File: src/rtl/beep_sequencer.sv
// beep_sequencer: queues single-cycle short/long beep requests in a small
// FIFO and plays them back in order as timed tone bursts on sonido/s_enable.
// Optional feature macro: BEEP_GAP_EN inserts a silent GAP state of
// GAP_CYCLES between consecutive tones. When it is undefined, queued tones
// play back to back and GAP_CYCLES is only range-checked.

module beep_sequencer #(
    parameter int unsigned         FREQ_W       = 52,
    parameter int unsigned         DUR_W        = 24,
    parameter logic [FREQ_W-1:0]   TONE_SHORT   = FREQ_W'(32000),
    parameter logic [FREQ_W-1:0]   TONE_LONG    = FREQ_W'(32000),
    parameter int unsigned         SHORT_CYCLES = 2500000,
    parameter int unsigned         LONG_CYCLES  = 10000000,
    parameter int unsigned         GAP_CYCLES   = 1250000,
    parameter int unsigned         QDEPTH_LOG2  = 2
) (
    input  logic              clk,
    input  logic              reset,
    input  logic              enable,
    input  logic              short,
    input  logic              long,
    output logic [FREQ_W-1:0] sonido,
    output logic              s_enable,
    output logic              busy,
    output logic              full,
    output logic              dropped
);

    localparam int unsigned DEPTH = 1 << QDEPTH_LOG2;

    localparam logic [DUR_W-1:0]       SHORT_LOAD = DUR_W'(SHORT_CYCLES);
    localparam logic [DUR_W-1:0]       LONG_LOAD  = DUR_W'(LONG_CYCLES);
    localparam logic [DUR_W-1:0]       DUR_ONE    = DUR_W'(1);
    localparam logic [QDEPTH_LOG2-1:0] PTR_ONE    = QDEPTH_LOG2'(1);
    localparam logic [QDEPTH_LOG2:0]   CNT_ONE    = (QDEPTH_LOG2 + 1)'(1);
    localparam logic [QDEPTH_LOG2:0]   CNT_FULL   = (QDEPTH_LOG2 + 1)'(DEPTH);

`ifdef BEEP_GAP_EN
    localparam logic [DUR_W-1:0]       GAP_LOAD   = DUR_W'(GAP_CYCLES);

    typedef enum logic [1:0] {
        IDLE,
        TONE,
        GAP
    } state_t;
`else
    typedef enum logic {
        IDLE,
        TONE
    } state_t;
`endif

    // Elaboration-time sanity check: durations must be nonzero and fit the
    // down-counter, otherwise the reload-before-zero scheme breaks.
    generate
        if (QDEPTH_LOG2 == 0 ||
            SHORT_CYCLES == 0 || (SHORT_CYCLES >> DUR_W) != 0 ||
            LONG_CYCLES  == 0 || (LONG_CYCLES  >> DUR_W) != 0 ||
            GAP_CYCLES   == 0 || (GAP_CYCLES   >> DUR_W) != 0) begin : g_bad_params
            $error("beep_sequencer: duration or depth parameter out of range");
        end
    endgenerate

    state_t                 state;
    state_t                 next_state;
    logic [DUR_W-1:0]       dur_count;
    logic [DUR_W-1:0]       next_dur_count;
    logic                   tone_long;
    logic                   next_tone_long;

    logic                   fifo_mem [DEPTH];
    logic [QDEPTH_LOG2-1:0] wr_ptr;
    logic [QDEPTH_LOG2-1:0] rd_ptr;
    logic [QDEPTH_LOG2:0]   fifo_count;
    logic [QDEPTH_LOG2:0]   next_fifo_count;
    logic                   fifo_empty;
    logic                   fifo_full;
    logic                   fifo_head;
    logic [DUR_W-1:0]       head_load;

    logic                   push_req;
    logic                   do_push;
    logic                   pop;
    logic                   drop;

    logic                   next_s_enable;
    logic [FREQ_W-1:0]      next_sonido;
    logic                   next_busy;
    logic                   next_full;

    assign fifo_empty = (fifo_count == '0);
    assign fifo_full  = (fifo_count == CNT_FULL);
    assign fifo_head  = fifo_mem[rd_ptr];
    assign head_load  = fifo_head ? LONG_LOAD : SHORT_LOAD;

    // Request acceptance: a held strobe pushes every enabled edge; a push into
    // a full FIFO only survives if a pop frees a slot on the same edge.
    always_comb begin
        push_req = enable & (short | long);
        do_push  = push_req & (~fifo_full | pop);
        drop     = push_req & fifo_full & ~pop;
    end

    // Sequencer next-state logic: pops the FIFO, loads and counts down the
    // duration counter, reloading at 1 so it never reaches zero mid-run.
    always_comb begin
        next_state     = state;
        next_dur_count = dur_count;
        next_tone_long = tone_long;
        pop            = 1'b0;

        if (enable) begin
            case (state)
                IDLE: begin
                    if (!fifo_empty) begin
                        pop            = 1'b1;
                        next_state     = TONE;
                        next_tone_long = fifo_head;
                        next_dur_count = head_load;
                    end
                end

                TONE: begin
                    if (dur_count == DUR_ONE) begin
`ifdef BEEP_GAP_EN
                        next_state     = GAP;
                        next_dur_count = GAP_LOAD;
`else
                        if (!fifo_empty) begin
                            pop            = 1'b1;
                            next_state     = TONE;
                            next_tone_long = fifo_head;
                            next_dur_count = head_load;
                        end else begin
                            next_state     = IDLE;
                            next_dur_count = '0;
                        end
`endif
                    end else if (dur_count != '0) begin
                        next_dur_count = dur_count - DUR_ONE;
                    end else begin
                        next_state = IDLE;
                    end
                end

`ifdef BEEP_GAP_EN
                GAP: begin
                    if (dur_count == DUR_ONE) begin
                        if (!fifo_empty) begin
                            pop            = 1'b1;
                            next_state     = TONE;
                            next_tone_long = fifo_head;
                            next_dur_count = head_load;
                        end else begin
                            next_state     = IDLE;
                            next_dur_count = '0;
                        end
                    end else if (dur_count != '0) begin
                        next_dur_count = dur_count - DUR_ONE;
                    end else begin
                        next_state = IDLE;
                    end
                end
`endif

                default: begin
                    next_state     = IDLE;
                    next_dur_count = '0;
                end
            endcase
        end
    end

    // FIFO occupancy bookkeeping for the next edge.
    always_comb begin
        next_fifo_count = fifo_count;
        case ({do_push, pop})
            2'b10:   next_fifo_count = fifo_count + CNT_ONE;
            2'b01:   next_fifo_count = fifo_count - CNT_ONE;
            default: next_fifo_count = fifo_count;
        endcase
    end

    // Output values for the next edge; silenced whenever enable is low.
    always_comb begin
        next_s_enable = enable & (next_state == TONE);
        next_sonido   = '0;
        if (next_s_enable) begin
            next_sonido = next_tone_long ? TONE_LONG : TONE_SHORT;
        end
        next_busy = (next_state != IDLE) | (next_fifo_count != '0);
        next_full = (next_fifo_count == CNT_FULL);
    end

    // Sequencer state, duration counter and current tone type.
    always_ff @(posedge clk or posedge reset) begin
        if (reset) begin
            state     <= IDLE;
            dur_count <= '0;
            tone_long <= 1'b0;
        end else begin
            state     <= next_state;
            dur_count <= next_dur_count;
            tone_long <= next_tone_long;
        end
    end

    // FIFO pointers, occupancy and storage (one type bit per entry, long=1).
    always_ff @(posedge clk or posedge reset) begin
        if (reset) begin
            wr_ptr     <= '0;
            rd_ptr     <= '0;
            fifo_count <= '0;
            for (int i = 0; i < DEPTH; i++) begin
                fifo_mem[i] <= 1'b0;
            end
        end else begin
            fifo_count <= next_fifo_count;
            if (do_push) begin
                fifo_mem[wr_ptr] <= long;
                wr_ptr           <= wr_ptr + PTR_ONE;
            end
            if (pop) begin
                rd_ptr <= rd_ptr + PTR_ONE;
            end
        end
    end

    // Registered outputs; async reset silences the tone immediately.
    always_ff @(posedge clk or posedge reset) begin
        if (reset) begin
            sonido   <= '0;
            s_enable <= 1'b0;
            busy     <= 1'b0;
            full     <= 1'b0;
            dropped  <= 1'b0;
        end else begin
            sonido   <= next_sonido;
            s_enable <= next_s_enable;
            busy     <= next_busy;
            full     <= next_full;
            dropped  <= drop;
        end
    end

endmodule

File: config.mk
export PLATFORM = sky130hd
export DESIGN_NAME = beep_sequencer
export DESIGN_NICKNAME = d
export VERILOG_FILES = /design/src/rtl/beep_sequencer.sv
export SDC_FILE = /design/constraint.sdc
export NUM_CORES = 1
export LEC_CHECK = 0
export BUFFER_PORTS_ARGS = -buffer_cell sky130_fd_sc_hd__buf_2
export CAP_MARGIN = 20
export CORE_MARGIN = 10
export CORE_UTILIZATION = 45
export CTS_CLUSTER_SIZE = 40
export DETAILED_ROUTE_END_ITERATION = 6
export PLACE_DENSITY = 0.7
export SLEW_MARGIN = 10
export SYNTH_ARGS = -nofsm -noshare
export SYNTH_HDL_FRONTEND = slang
export SYNTH_SLANG_ARGS = --single-unit
File: constraint.sdc
create_clock -name clk -period 2.74 [get_ports clk]
set_clock_uncertainty 0.1 [all_clocks]
set_input_delay 0.548 -clock clk [delete_from_list [all_inputs] [get_ports clk]]
set_output_delay 0.548 -clock clk [all_outputs]
set_load 0.01 [all_outputs]
**Word level (Yosys, flattened, before mapping)**

Index checks and enable logic that the tools add are counted.

- Logic and storage cells: 69
- Register bits: 92
- Output and inout bits: 56
- Bits of input ports: 5

- Bitwise operators: 13
- Magnitude comparators: 3
- Eq/ne operators: 7
- Reductions and logical operators: 5
- Add/subtract/negate cells: 5
- Multiplexer cells: 22

Operators by type and width:

| cell | number |
|---|---|
| 24-bit 2-to-1 mux | 5 |
| 24-bit case mux with 2 select lines | 1 |
| 24-bit by 1-bit == test with 1-bit output, second input constant | 1 |
| 24-bit nonzero test | 1 |
| 24-bit by 1-bit subtractor with 24-bit output, second input constant | 1 |
| 15-bit 2-to-1 mux | 1 |
| 1-bit 2-to-1 mux | 9 |
| 3-bit == test, second input constant | 2 |
| 3-bit >= comparator, second input constant | 2 |
| 2-bit inverter with 3-bit output | 2 |
| 3-bit case mux with 2 select lines | 1 |
| 1-bit AND | 5 |
| 2-bit by 1-bit adder with 2-bit output, second input constant | 2 |
| 4-bit bitwise mux | 1 |
| 1-bit case mux with 2 select lines | 2 |
| 3-bit by 1-bit adder with 3-bit output, second input constant | 1 |
| 3-bit zero test | 1 |
| 3-bit by 1-bit less-than comparator with 1-bit output, second input constant | 1 |
| 3-bit by 1-bit inequality test with 1-bit output, second input constant | 1 |
| 1-bit inverter | 3 |
| 1-bit OR | 3 |
| 3-bit AND reduction | 1 |
| 3-bit nonzero test | 1 |
| 3-bit by 1-bit subtractor with 3-bit output, second input constant | 1 |
| 6 further kinds | 6 |

**Logic depth before layout (Yosys ltp)**

Gate-level depths: netlist of the first run.

- Word-level depth: 11
- Mapped depth: 12
- Mapped depth without buffers: 12

**Worst setup path before layout of the first run**

Ideal clock, no wire load.

- Kind: reg2reg
- Start: register dur_count[11]
- End: register busy
- Slack: 65 ps
- Setup time: 138 ps
- Data required time: 2502 ps
- Clock period less this slack: 2675 ps
- Buffers on the path: 1
- Data arrival time: 2437 ps
- Cell stages (with the launch flop): 13
- Cell sequence: dfrtp_1 nor4_4 and4_1 buf_6 a31o_2 and2_1 nand2_1 fa_1 nor2_1 nand2_1 mux2i_1 xnor2_1 o211ai_1

- Longest elaborated chain between the ends: 10
- Elaborated cells between the ends (all ways): 16
- Classes of those cells: 3 x eq/ne; 8 x mux; 3 x bitwise; 2 x reduce/logical

Ends and longest elaborated chain:

| item | line | RTL |
|---|---|---|
| start: declaration | 66 | `logic [DUR_W-1:0] dur_count;` |
| start signal: assignment | 203 | `dur_count <= next_dur_count;` |
| 24-bit by 1-bit == test with 1-bit output | 124 | `if (dur_count == DUR_ONE) begin` |
| 1-bit 2-to-1 mux | 124 |  |
| 1-bit case mux with 2 select lines | 113 | `case (state)` |
| 1-bit 2-to-1 mux | 112 | `if (enable) begin` |
| 1-bit OR | 100 | `do_push = push_req & (~fifo_full \| pop);` |
| 1-bit AND | 100 |  |
| 2-bit by 1-bit == test with 1-bit output or 2-bit == test (tied branches) | 177 | `case ({do_push, pop})` |
| 3-bit case mux with 2 select lines | 177 |  |
| 3-bit nonzero test | 191 | `next_busy = (next_state != IDLE) \| (next_fifo_count != '0);` |
| 1-bit OR * | 191 |  |
| named net next_busy | 88 | `logic next_busy;` |
| end signal: assignment | 240 | `busy <= next_busy;` |
| end: declaration | 24 | `output logic busy,` |

The timed path passes the listed nets; every way through them passes the cells marked *.
A chain may end at the register's enable or synchronous reset.

**Final worst setup path of the first run**

- Start: register dur_count[22]
- End: register busy

Same word-level chain as after synthesis.

==> results of run 1 <==
## layout by cell type (no fill, tap or decap), types with 3 or more instances in the layout
cell / synthesis / routed
dfrtp_1: 40 / 40
a31oi_1: 5 / 5
nand2_1: 19 / 18
inv_1: 15 / 15
ha_1: 6 / 6
nor4_4: 1 / 3
o21ai_0: 29 / 29
buf_2: 2 / 14
nor3_1: 11 / 10
or3_1: 3 / 3
conb_1: 1 / 46
nor2_1: 26 / 25
buf_4: 53 / 26
o2bb2ai_1: 3 / 3
clkbuf_8: 1 / 5
nand3_1: 4 / 4
nor2_2: 2 / 3
nor4_1: 6 / 5
o211ai_1: 4 / 4
xnor2_1: 13 / 13
mux2_1: 4 / 4
a21oi_1: 17 / 17
## how the worst max path moves through the flow
stage                  start   end  slack (ns)  depth (start not counted)
4_1_cts        dur_count[22]  busy        0.03                         12
6_report       dur_count[22]  busy        0.08                         12
5_1_grt        dur_count[22]  busy       -0.08                         12
2_1_floorplan  dur_count[11]  busy        0.07                         12
3_3_place_gp   dur_count[21]  busy        0.01                         12
3_5_place_dp   dur_count[20]  busy       -0.01                         12
## synthesized netlist by cell type (2+ instances only)
cell type   n
buf_4      53
dfrtp_1    40
o21ai_0    29
nor2_1     26
nand2_1    19
a21oi_1    17
inv_1      15
xnor2_1    13
nor3_1     11
ha_1        6
nor4_1      6
a31oi_1     5
mux2_1      4
nand3_1     4
o211ai_1    4
buf_6       3
clkbuf_1    3
o2bb2ai_1   3
or3_1       3
a21o_1      2
a32oi_1     2
a41oi_1     2
and2_1      2
and3_1      2
buf_2       2
nand2b_1    2
nand3b_1    2
nor2_2      2
nor3b_1     2
nor4_2      2
o21ai_1     2
o21ai_2     2
o21bai_1    2
## per-layer routing
metal	GRT usage, %	up-vias	part of all wire (%)
met3	3.02	13	6.6
met1	14.8	1107	40
li1	-	1113	-
met5	0	-	0
met4	4.93	0	1.7
met2	22.8	80	52
## critical path: stages (launching register included)
cell      delay, ns
dfrtp_1        0.40
nor4_2         0.30
buf_4          0.17
and4_4         0.21
a31o_4         0.15
and2_4         0.15
nand2_4        0.05
fa_2           0.37
nor2_2         0.09
nand2_1        0.06
mux2i_1        0.16
xnor2_1        0.19
o211ai_1       0.12
## cells by family after synthesis
logic type	share of synthesized area (%)
compound gates	19.2
xor+xnor	4.15
fa+ha+maj	3.21
buf+inv	17.8
flops	33.8
mux	2.62
other cells	0.127
simple gates	19.1
## what timing repair did
action / CTS / global route
gates resized for setup: 4 / 7
setup endpoints to repair: 1 / 3
buffers inserted: 1 / 1
gates cloned: 0 / 0
pin swaps: 2 / 9
## metrics by stage
stage / TNS [ns] / cells / setup slack (ns) / cell area (um2) / util [%]
finish: 0 / 434 / 0.0761 / 3180 / 50.1
global route: -0.0937 / 434 / -0.0831 / 3180 / 50.1
CTS: 0 / 433 / 0.0306 / 3140 / 49.5
detailed placement: -0.0120 / 424 / -0.0120 / 3000 / 47.3
global placement: 0 / 424 / 0.00988 / 3000 / 47.3
floorplan: 0 / 372 / 0.0654 / 3130 / -
## layout make-up
type                    count  area [um2]  area share, %
clock inverters             3        42.5           1.34
flip-flops and latches     40        1000           31.4
multi-input cells         254        1650           51.9
clock buffers               5        68.8           2.16
inverters                  15        56.3           1.77
repair buffers             40         265           8.33
well taps                  77        96.3           3.03
## flip-flops by register name (all words and copies together) (netlist names)
| register | cells |
|---|---|
| state | 1 |
| busy | 1 |
| full | 1 |
| fifo_count | 3 |
| dropped | 1 |
| wr_ptr | 2 |
| rd_ptr | 2 |
| sonido | 1 |
| dur_count | 24 |
| fifo_mem | 4 |
## power groups by stage
stage	clock network (mW)	logic [mW]	registers (mW)
floorplan	0	0.650	0.955
finish	0.483	0.913	0.978
global route	0.514	1.01	1.01
detailed placement	0	0.893	0.970
CTS	0.495	0.896	0.967
global placement	0	0.863	0.958
==> flow_metrics.tcl, run 1 <==
set metrics [dict create \
    grtUsageTotal_pct 13.0 \
    root_buffer "clkbuf_8" \
    antennaDiodeCount 0 \
    setup_violations 0 \
    slew_viol_final 0 \
    routed_wl_um 6870 \
    crit_arrival_ns 2.72 \
    clock_latency_ns 0.30 \
    grt_first_pass_wirelength_um 11000 \
    ioPinCount 61 \
    synth_area_um2 2960 \
    num_vias 2313 \
    status "complete, no violations" \
    p_leak_nw 1.38 \
    rows 29 \
    setup.worst_path.class "reg -> reg" \
    share_seq_of_total_power_pct 41.2 \
    synth_top_area_share_pct 33.8 \
    rsz0062_at_grt "true" \
    synthFlopType "dfrtp_1" \
    rr_worst_depth 12 \
    totalPowerFinal_mw 2.37 \
    pwr-share-comb_pct 38.5 \
    hold_buffers 0 \
    period_share_pct 97.2 \
    antenna_left 0 \
    synth.avg_cell_area_um2 9.05 \
    hp-class "in -> async" \
    cts_tree "done" \
    die_h_um 101 \
    initial_core_util_pct 46.6 \
    r2r_start "dur_count[22]" \
    regToRegSetupSlack_ns 0.08 \
    ys_seq_area_share_pct 33.8 \
    drt-wirelength-per-cell_um 15.8 \
    antenna_found_initial 0 \
    fmax_mhz 375 \
    p_int_mw 1.45 \
    clockPowerShare_pct 20.4 \
    grt_max_degree 41 \
    clk_pin_slew_ns 0.08 \
    whs_ns 0.265 \
    synth_edf_count 0 \
    gp_congestion 0.942 \
    cp.required_ns 2.80 \
    synthTopCellsByArea "dfrtp_1 (34%), buf_4 (13%), o21ai_0 (4.9%), xnor2_1 (3.8%), nor2_1 (3.3%)" \
    clock_sinks 40 \
    dieArea_um2 10200 \
    worst_pin_slew_ns 0.668 \
    p_switching_mw 0.925 \
    grt_pass1_vias 2260 \
    async_flop_share_pct 100 \
    nFillCells 592 \
    nets 368 \
    synth_top_area_cell "dfrtp_1" \
    fin_crit_ns 2.66 \
    finalHoldViolCount 0 \
    io_buffers 14 \
    drive_above_1_share_pct 21.3 \
    critPathLaunchType "register" \
    numCtsBuffers 5 \
    drt-initial-drc-count 196 \
    overflow 0 \
    die_w_um 101 \
    drv_cap 0 \
    synth_cells 327 \
    yosys_register_bits 40 \
    via_per_inst 5.33 \
    coreArea_um2 6350 \
    sw_frac_of_total_pct 39.0 \
    first_pass_iters 5 \
    drc 0 \
    cp_max_fo 3 \
    r2r_end "busy" \
    cts_buffer_depth 2 \
    area_growth_pct 7.66 \
    slew_headroom_pct 55.0 \
    yosysWarnings 0 \
    endpoint_kind "register" \
    power_density_nw_per_um2 746 \
    ys_types 68 \
    htreeDepth 2 \
    hpwl_um 5200 \
    ir_drop_v 0.000403 \
]
Power figures use the tool's default switching activity.
==> run 2, diff against run 1 <==
Settings changed: PLACE_DENSITY 0.7 to 0.72, SLEW_MARGIN 10 to 40.
==> run 2 against run 1 <==
- final area barely moved
- worst setup slack improved by 0.085 ns
- wire length rose by 2.4%
- count of clock-buffer cells in the layout did not move
- hold slack got worse by 0.014 ns
- clock power rose by 4.8%
- non-clock buffer count did not move
- largest power group unchanged
- utilization barely moved
- total power rose by 1.1%
==> flow_metrics.tcl, run 2 (same netlist as run 1, synthesis figures left out) <==
set metrics [dict create \
    clock_sinks 40 \
    nets 368 \
    hold_buffers 0 \
    path_cells "nor4_4, and4_4, a31o_4, and2_4, nand2_2, fa_2, nor2_2, nand2_1, mux2i_1, xnor2_1, o211ai_1" \
    cts_buffer_depth 2 \
    final_area_um2 3190 \
    drt-initial-drc-count 233 \
    cp_max_fo 3 \
    cp.required_ns 2.81 \
    overflow 0 \
    power_density_nw_per_um2 753 \
    drt-wirelength-per-cell_um 16.2 \
    num_vias 2396 \
    crit_buf_inv 0 \
    hpwl_um 5200 \
    clock_latency_ns 0.31 \
    fin_crit_ns 2.58 \
    finalHoldViolCount 0 \
    via_per_inst 5.52 \
    root_buffer "clkbuf_8" \
    worst_pin_slew_ns 0.639 \
    dieArea_um2 10200 \
    routed_wl_um 7030 \
    hp-class "in -> async" \
    cts_tree "done" \
    largest_reg_flops 24 \
    antenna_found_initial 0 \
    critPathLaunchType "register" \
    grt_first_pass_wirelength_um 11500 \
    ioPinCount 61 \
    fin_util_pct 50.2 \
    slew_viol_final 0 \
    first_pass_iters 5 \
    reg_top3 "dur_count (24), fifo_mem (4), fifo_count (3)" \
    coreArea_um2 6350 \
    grt_pass1_vias 2352 \
    fmax_mhz 388 \
    numCtsBuffers 5 \
    setup.worst_path.class "reg -> reg" \
    gp_congestion 0.936 \
    antenna_left 0 \
    grt_max_degree 41 \
    antennaDiodeCount 0 \
    htreeDepth 2 \
    endpoint_kind "register" \
    place_area_um2 3010 \
    area_growth_pct 7.74 \
    drc 0 \
    layout_common_cells "conb_1 (46), dfrtp_1 (40), o21ai_0 (29)" \
    p_leak_nw 1.37 \
    io_buffers 14 \
    slew_headroom_pct 56.9 \
    critPathMaxStageDelay_ns 0.41 \
    setup_violations 0 \
    crit_arrival_ns 2.65 \
    drv_cap 0 \
    die_w_um 101 \
    top_register "dur_count" \
    period_share_pct 94.1 \
    cp_top_family "simple AND/OR/NAND/NOR gates" \
    status "complete, no violations" \
    rows 29 \
    drive_above_1_share_pct 21.0 \
    layout_commonest_cell "conb_1" \
    grtUsageTotal_pct 13.5 \
    critPathSlowestCell "dfrtp_1" \
    initial_core_util_pct 46.6 \
    die_h_um 101 \
    ir_drop_v 0.000390 \
    clk_pin_slew_ns 0.09 \
]
## run 2: cell count changes in the layout (fill, tap and decap cells not counted), sizes merged
cell | before | now
inv | 15 | 16
clkinv | 1 | 0
## run 2: cell type report
type	count	area (um2)
timing repair buffer	40	265
clock inverter	3	46.3
sequential	40	1000
fill	613	3160
tap	77	96.3
inverter	15	56.3
multi-input combinational	254	1650
clock buffer	5	68.8
## run 2: power breakdown
group	internal (mW)	total [mW]	leakage, nW	switching (mW)
clock network	0.274	0.506	0.0548	0.231
logic	0.397	0.917	0.840	0.520
registers	0.783	0.977	0.474	0.194
## run 2: tightest hold or removal path, cell delays in order
cell and delay [ns]:
buf_2 0.10, inv_1 0.04, buf_4 0.43
## run 2: stage by stage
stage	hold slack, ns	instances	setup WS (ns)	TNS (ns)	power (mW)
2_1_floorplan	0.353	372	0.0654	0	1.60
3_3_place_gp	0.376	425	0.0568	0	1.83
3_5_place_dp	0.380	425	0.000498	0	1.86
4_1_cts	0.277	433	0.0149	0	2.37
5_1_grt	0.286	434	-0.00767	-0.00767	2.57
6_report	0.251	434	0.161	0	2.40
## run 2: routing by layer
layer  global-route usage (%)  part of all wire [%]  wire length (um)
met1                     16.3                    39              2720
met2                     22.7                    51              3600
met3                     3.43                   8.8               620
met4                     4.50                   1.3                89
met5                        0                     0                 0
## run 2: path summary, 6_finish.rpt
check / startpoint / end / slack, ns / cells past startpoint
worst max-delay path: dur_count[13] / busy / 0.16 / 11
worst min-delay path: reset / dur_count[1] / 0.25 / 3
worst max register to register: dur_count[13] / busy / 0.16 / 11
worst min register to register: fifo_mem[3] / fifo_mem[3] / 0.40 / 1
max in group asynchronous: reset / dur_count[22] / 1.93 / 3
min in group clk: fifo_mem[3] / fifo_mem[3] / 0.40 / 1
## run 2: timing repair
| action | 4_1_cts | 5_1_grt |
|---|---|---|
| setup endpoints to repair | 2 | 3 |
| pin swaps | 0 | 7 |
| setup buffers | 0 | 1 |
| gates resized for setup | 1 | 9 |
